===== src/rtl/sel_arb_reg.sv =====
// sel_arb_reg: round-robin arbitrated, byte-maskable shared register.
//   clk     : clock, all state updates on the rising edge
//   rst_n   : asynchronous active-low reset
//   req     : per-channel write request (NCH bits)
//   wdata   : per-channel write data, channel c in [c*WIDTH +: WIDTH]
//   bmask   : per-channel byte enables, channel c in [c*WIDTH/8 +: WIDTH/8]
//   grant   : combinational one-hot grant for the coming edge (zero if idle)
//   q       : stored register value
//   upd     : pulse for the cycle after each write edge
//   upd_ch  : index of the most recently written channel
//   wr_cnt  : saturating count of write edges
module sel_arb_reg #(
  parameter int unsigned WIDTH = 32,
  parameter int unsigned NCH   = 4,
  parameter logic [WIDTH-1:0] RESET_VAL = '0
) (
  input  logic                      clk,
  input  logic                      rst_n,
  input  logic [NCH-1:0]            req,
  input  logic [NCH*WIDTH-1:0]      wdata,
  input  logic [NCH*(WIDTH/8)-1:0]  bmask,
  output logic [NCH-1:0]            grant,
  output logic [WIDTH-1:0]          q,
  output logic                      upd,
  output logic [$clog2(NCH)-1:0]    upd_ch,
  output logic [15:0]               wr_cnt
);

  localparam int unsigned PW    = $clog2(NCH);
  localparam int unsigned NB    = WIDTH / 8;
  localparam int unsigned CNT_W = 16;

  logic [PW-1:0]    ptr_r;
  logic [PW-1:0]    ptr_nxt;
  logic [PW-1:0]    win;
  logic [PW-1:0]    idx;
  logic             win_vld;
  logic [WIDTH-1:0] wsel;
  logic [NB-1:0]    msel;
  logic [WIDTH-1:0] q_r;
  logic [WIDTH-1:0] q_nxt;
  logic             upd_r;
  logic [PW-1:0]    upd_ch_r;
  logic [CNT_W-1:0] wr_cnt_r;

  // Round-robin scan starting at ptr; the first requester found wins.
  always_comb begin
    grant   = '0;
    win     = '0;
    win_vld = 1'b0;
    idx     = '0;
    for (int unsigned i = 0; i < NCH; i++) begin
      idx = PW'((32'(ptr_r) + i) % NCH);
      if (!win_vld && req[idx]) begin
        win_vld    = 1'b1;
        win        = idx;
        grant[idx] = 1'b1;
      end
    end
  end

  // Pointer moves to the channel just after the winner, wrapping at NCH.
  always_comb begin
    ptr_nxt = ptr_r;
    if (win_vld) begin
      ptr_nxt = (win == PW'(NCH - 1)) ? '0 : win + PW'(1);
    end
  end

  // Select the winner's data/mask and merge byte-wise into the stored value.
  always_comb begin
    wsel = '0;
    msel = '0;
    for (int unsigned c = 0; c < NCH; c++) begin
      if (PW'(c) == win) begin
        wsel = wdata[c*WIDTH +: WIDTH];
        msel = bmask[c*NB +: NB];
      end
    end
    q_nxt = q_r;
    for (int unsigned k = 0; k < NB; k++) begin
      if (msel[k]) begin
        q_nxt[k*8 +: 8] = wsel[k*8 +: 8];
      end
    end
  end

  // State registers; a masked-off write still counts as a write.
  always_ff @(posedge clk or negedge rst_n) begin
    if (!rst_n) begin
      ptr_r    <= '0;
      q_r      <= RESET_VAL;
      upd_r    <= 1'b0;
      upd_ch_r <= '0;
      wr_cnt_r <= '0;
    end else begin
      ptr_r <= ptr_nxt;
      upd_r <= win_vld;
      if (win_vld) begin
        q_r      <= q_nxt;
        upd_ch_r <= win;
        if (wr_cnt_r != '1) begin
          wr_cnt_r <= wr_cnt_r + CNT_W'(1);
        end
      end
    end
  end

  assign q      = q_r;
  assign upd    = upd_r;
  assign upd_ch = upd_ch_r;
  assign wr_cnt = wr_cnt_r;

endmodule


===== config.mk =====
export PLATFORM = sky130hd
export DESIGN_NAME = sel_arb_reg
export DESIGN_NICKNAME = d
export VERILOG_FILES = /design/src/rtl/sel_arb_reg.sv
export SDC_FILE = /design/constraint.sdc
export NUM_CORES = 1
export LEC_CHECK = 0
export ABC_AREA = 1
export BUFFER_PORTS_ARGS = -buffer_cell sky130_fd_sc_hd__buf_2
export CAP_MARGIN = 20
export CORE_MARGIN = 1
export CORE_UTILIZATION = 41
export DETAILED_ROUTE_END_ITERATION = 16
export GPL_ROUTABILITY_DRIVEN = 0
export PLACE_DENSITY = 0.77
export SYNTH_ARGS = -nofsm -noshare
export SYNTH_HDL_FRONTEND = slang
export SYNTH_SLANG_ARGS = --single-unit

===== constraint.sdc =====
create_clock -name clk -period 3.1 [get_ports clk]
set_input_delay 0.465 -clock clk [delete_from_list [all_inputs] [get_ports clk]]
set_output_delay 0.465 -clock clk [all_outputs]
set_load 0.01 [all_outputs]

==> key figures, run 1 <==
Global routing
  – Largest net degree at the start of global routing: 45
  – Aggregate global routing overflow: 0
  – Total GRT Usage: 0.261
  – Global-route wire length before repair: 20.5 mm
  – Vias in the first global route: 4,444
  – Initial antenna violation count: 1

Die
  – Die area: 9770 um2
  – Die Wd: 98.8 um
  – Die Ht: 98.8 um
  – IO Pins: 205
  – Initial Utilization: 0.432
  – CORE AREA: 8890 um2
  – Rows: 34

Timing
  – Final Max Slew Viols: 0
  – Slew headroom: 0.797
  – Setup violators final: 0
  – Tmin final: 2.98 ns
  – Final Hold Fails: 0
  – Fin crit share: 0.960
  – Hold_ws: 0.451 ns
  – Setup Skew: 0.00561 ns
  – Fmax: 336 MHz
  – Actual slew at the worst max-slew pin: 0.301 ns
  – Setup_tns: 0 ns

Logic synthesis
  – Area leader, netlist: dfrtp_1
  – Post-Syn Area: 3840 um2
  – Count leader, synth: nand2_1
  – Syn_area_per_cell: 6.78 um2
  – EDFF count, synth: 0
  – Most used DFF post-synth: dfrtp_1
  – Seq/Total Area, Yosys: 0.345
  – Synth Instances: 567
  – Synth cell count leaders: nand2_1, o21ai_0, dfrtp_1
  – Syn_nets: 730
  – Yosys reg bits: 53
  – Async S/R FF share, synth: 1.00
  – Total of warnings raised by yosys: 0
  – Synth top area share: 0.345
  – Netlist cell types: 27
  – Top post-synthesis cells by area: dfrtp_1, nand2_1, o21ai_0, a21oi_1, ha_1

Worst hold path
  – Worst Hold Class: in2reg

Clock tree
  – CTS sink count: 53
  – Clock Path Buffers: 2
  – CTS tree: built
  – Num CTS Buffers: 5
  – Skew-Pair Late Insertion Delay: 0.30 ns
  – Htree depth: 2
  – Clk slew on worst S/H paths: 0.09 ns
  – CTS root buffer: clkbuf_8

Cells and area
  – Syn-to-layout area delta: 40.3%
  – Final Util: 0.607
  – Final net count: 949
  – # fillers: 838
  – Layout cells sized above 1: 0.360
  – Layout Cells excl Fill: 896

Drt
  – Antenna-violating nets left: 0
  – DRT Wirelength: 13.1 mm
  – TritonRoute pass-1 iters: 4
  – Initial DRC count: 160
  – Vias/cell: 5.17
  – Via count: 4,633
  – Avg WL per Cell: 14.7 um
  – Drt drc: 0

Setup path
  – CP startpoint kind: flip-flop
  – CP max FO: 16
  – Crit Path Class: reg2reg
  – Required time of the critical path: 3.29 ns
  – Crit. End Element: flip-flop
  – Crit path DAT: 3.16 ns

Run status
  – Status: completed

Run
  – Max-cap violations: 0

Place
  – Dpl cells: 876
  – IO buf count: 204
  – Placed wire-length estimate: 9.62 mm
## logic make-up (layout without fill, tap and decap cells)
logic type / after synthesis / after routing / synth area share
AOI/OAI and AO/OA: 147 / 147 / 0.197
adders and majority gates: 13 / 13 / 0.0423
xor gates and xnor gates: 14 / 14 / 0.0319
other: 0 / 1 / 0
DFF: 53 / 53 / 0.345
and+or+nand+nor: 287 / 288 / 0.314
buffers and inverters: 53 / 272 / 0.0697
## flip-flops by register name (all words and copies together) (netlist names)
register  flops
upd           1
upd_ch        2
ptr_r         2
q            32
wr_cnt       16
## critical path, stage by stage (launching register included)
cell	delay [ns]
dfrtp_1	0.39
buf_4	0.13
buf_4	0.17
nand2_2	0.08
nand2_2	0.05
nand2_2	0.07
nand2_4	0.09
inv_1	0.10
nand4_1	0.18
inv_2	0.10
nand2_1	0.08
nand2_2	0.11
inv_2	0.06
ha_4	0.19
nor2_4	0.14
buf_12	0.17
nand2_1	0.07
nand2_1	0.06
nand2_1	0.08
a21oi_4	0.23
nand2_2	0.15
nand2_1	0.09
o21ai_1	0.07
## area by class of cell
cell class / count / area (um2) / share of cell area
well taps: 108 / 135 / 0.0251
clock buffers: 7 / 96.3 / 0.0179
diodes: 1 / 2.50 / 0.000464
inverters: 24 / 97.6 / 0.0181
clock inverters: 1 / 5.00 / 0.000928
multi-input cells: 462 / 2340 / 0.434
repair buffers: 240 / 1390 / 0.258
flip-flops and latches: 53 / 1330 / 0.246
## repair_timing
action                     CTS  global route
gates cloned                 1             2
gates resized for setup      6            18
hold buffers                 0             1
setup endpoints to repair   32            32
pin swaps                    1             5
setup buffers                1             5
hold endpoints to repair     0             3
## placed cells by master (no fill, tap or decap), types with 5 or more instances in the layout
| cell | n |
|---|---|
| nor2_1 | 16 |
| a21oi_1 | 37 |
| buf_2 | 204 |
| nand3_1 | 21 |
| inv_1 | 16 |
| nand2_1 | 224 |
| nand2_4 | 8 |
| inv_2 | 6 |
| o21ai_0 | 84 |
| clkbuf_8 | 7 |
| xnor2_1 | 9 |
| xor2_1 | 5 |
| buf_4 | 28 |
| o21ai_1 | 17 |
| dfrtp_1 | 53 |
| ha_1 | 11 |
| nand2_2 | 7 |
## metal layers
metal / GRT usage / routed length, um
met1: 0.312 / 5240
met2: 0.472 / 6630
met3: 0.0411 / 881
met4: 0.0976 / 379
met5: 0 / 0
## path summary, 6_finish.rpt
kind                             to  slack [ns]  depth (start not counted)        from
setup / recovery              q[13]        0.12                         22    ptr_r[0]
hold / removal                q[18]        0.45                          3  wdata[114]
hold reg to reg               q[11]        0.49                          2       q[11]
setup reg to reg              q[13]        0.12                         22    ptr_r[0]
max in group asynchronous     q[23]        2.15                          3       rst_n
min in group asynchronous  ptr_r[1]        0.52                          2       rst_n
## metrics by stage
step	setup WS [ns]	cell area, um2
after floorplan	0.000620	3850
after global placement	0.101	5060
after detailed placement	-0.108	5060
after CTS	0.0149	5230
after global routing	-0.0644	5390
final	0.124	5390
Power of run 1 is left out: the tool's default activity adds up to more than one toggle a clock period on the data nets, which glitch-free logic cannot reach.
==> run 2: changes to the inputs <==
clock period = 2.6 ns   (was 3.1 ns; I/O delays follow)
==> run 2 against run 1 <==
The run now ends with negative setup slack left; final area grew 4.6%; final cell count is 1.8% higher; worst hold slack worse by 0.086 ns; sequential share of layout area decreased by 1.1 points; die area stayed put; register-to-register slack lost 0.27 ns; clock skew rose by 0.0080 ns; routed wire length is 1.2% higher; core utilization grew 2.8 points; global-route usage is 0.13 points higher; fmax rose by 8.3%; first-iteration DRC count grew 11%; critical endpoint is now q[4]; largest cell class unchanged.
==> key figures, run 2 (synthesized netlist as in run 1, its figures left out) <==
Setup path
  – Crit. End Element: flip-flop
  – Crit path DAT: 2.94 ns
  – Flop-to-flop setup slack: -0.15 ns
  – Reg-to-Reg End: q[4]
  – R2R cell count: 23
  – Reg-to-reg startpoint: ptr_r[0]
  – CP startpoint kind: flip-flop
  – Required time of the critical path: 2.80 ns
  – Crit Path Class: reg2reg
  – Crit path from: ptr_r[0]
  – CP max FO: 8

Worst hold path
  – Worst Hold Class: in2reg
  – Worst Hold Path EP: q[23]
  – Hold depth: 3
  – Worst Hold Launch: wdata[119]

Global routing
  – Initial antenna violation count: 1
  – Largest net degree at the start of global routing: 29
  – M1 GR Usage: 0.309
  – Grt peak-use layer: met2
  – Vias in the first global route: 4,412
  – Global-route wire length before repair: 20.5 mm
  – M3 GR Usage: 0.0532
  – Aggregate global routing overflow: 0
  – Met2 GRT Util: 0.470
  – Total GRT Usage: 0.263

Cells and area
  – Most common cell after layout, fill and taps aside: nand2_1
  – Layout cells sized above 1: 0.407
  – Final net count: 966
  – Syn-to-layout area delta: 46.7%
  – Max reg flops: 32
  – Commonest non-fill, non-tap cells in the layout: nand2_1, buf_2, o21ai_0
  – Ant diodes: 0
  – Design Area, Final: 5640 um2
  – Final Util: 0.634
  – # fillers: 819

Die
  – Die Ht: 98.8 um
  – Rows: 34
  – CORE AREA: 8890 um2
  – Initial Utilization: 0.432
  – Die area: 9770 um2
  – IO Pins: 205
  – Die Wd: 98.8 um

Timing
  – Setup violators final: 32
  – Setup_tns: -2.58 ns
  – Final setup margin: -0.147 ns
  – Final Max Slew Viols: 0
  – Slew headroom: 0.766
  – Tmin final: 2.75 ns
  – Unrepaired setup endpoints after global routing: yes
  – Setup Skew: 0.0136 ns
  – Fmax: 364 MHz
  – Final Hold Fails: 0
  – Actual slew at the worst max-slew pin: 0.351 ns
  – Fin crit share: 1.06

Run status
  – Failing checks: negative setup slack
  – Status: finished with violations

Drt
  – Via count: 4,734
  – Avg WL per Cell: 14.6 um
  – Vias/cell: 5.19
  – Antenna-violating nets left: 0
  – Drt drc: 0
  – Initial DRC count: 178
  – DRT Wirelength: 13.3 mm
  – TritonRoute pass-1 iters: 5

Clock tree
  – Clk slew on worst S/H paths: 0.10 ns
  – Num CTS Buffers: 5
  – CTS sink count: 53
  – CTS tree: built
  – Clock Path Buffers: 2
  – Skew-Pair Late Insertion Delay: 0.31 ns
  – CTS root buffer: clkbuf_8
  – Htree depth: 2

Place
  – Placed instance area: 5200 um2
  – IO buf count: 204
  – Dpl ws: -0.173 ns
  – Placed wire-length estimate: 10.2 mm

Run
  – Max-cap violations: 0
[run 2: cell types whose count changed in the layout (fill, tap and decap cells not counted), moves of 6 or more]
| cell | previous run | this run |
|---|---|---|
| nand2_2 | 7 | 18 |
| a21oi_1 | 37 | 31 |
| nand2_1 | 224 | 213 |
| buf_4 | 28 | 40 |
| o21ai_0 | 84 | 66 |
| o21ai_1 | 17 | 35 |
[run 2: critical path, stage by stage (launching register included)]
cell,delay [ns]
dfrtp_2,0.47
inv_8,0.07
buf_6,0.13
nand2_4,0.06
nand2_2,0.06
nand2_2,0.06
nand2_4,0.11
inv_1,0.06
nand4_1,0.13
inv_2,0.07
nand2_2,0.07
nand2_2,0.08
inv_2,0.08
ha_2,0.17
inv_2,0.04
nor2_4,0.16
buf_6,0.13
nand2_1,0.05
nand2_1,0.06
nand2_2,0.06
a21oi_4,0.21
nand2_4,0.12
nand2_2,0.10
o21ai_1,0.06
[run 2: repair_timing]
action / CTS / global route
hold buffers: 1 / 0
gates cloned: 2 / 2
resized for setup: 24 / 29
endpoints found under the setup margin: 32 / 32
pin swaps: 20 / 22
buffers inserted: 6 / 10
hold endpoints to repair: 10 / 0
[run 2: worst max path at each step]
stage             to  slack (ns)  cells after the start
3_5_place_dp    q[4]       -0.17                     18
5_1_grt         q[4]       -0.29                     23
6_report        q[4]       -0.15                     23
4_1_cts        q[30]       -0.05                     20
2_1_floorplan   q[5]       -0.17                     22
3_3_place_gp   q[30]       -0.01                     16
[run 2: layout make-up]
class,instances,area (um2),area share
repair buffers,255,1500,0.265
clock inverters,2,37.5,0.00665
flip-flops and latches,53,1330,0.235
multi-input cells,464,2460,0.435
inverters,24,105,0.0186
well taps,108,135,0.0240
clock buffers,6,82.6,0.0146
[run 2: metal layers]
metal	part of all wire	vias to the layer above
met5	0.0013	-
met4	0.030	2
met3	0.064	35
met2	0.51	210
met1	0.39	2163
li1	-	2324
[run 2: through the flow]
stage | hold WS [ns] | std cells
3_3_place_gp | 0.277 | 884
3_5_place_dp | 0.283 | 884
2_1_floorplan | 0.0944 | 567
6_report | 0.365 | 912
4_1_cts | 0.366 | 901
5_1_grt | 0.374 | 912
Power of run 2 is left out for the same reason.
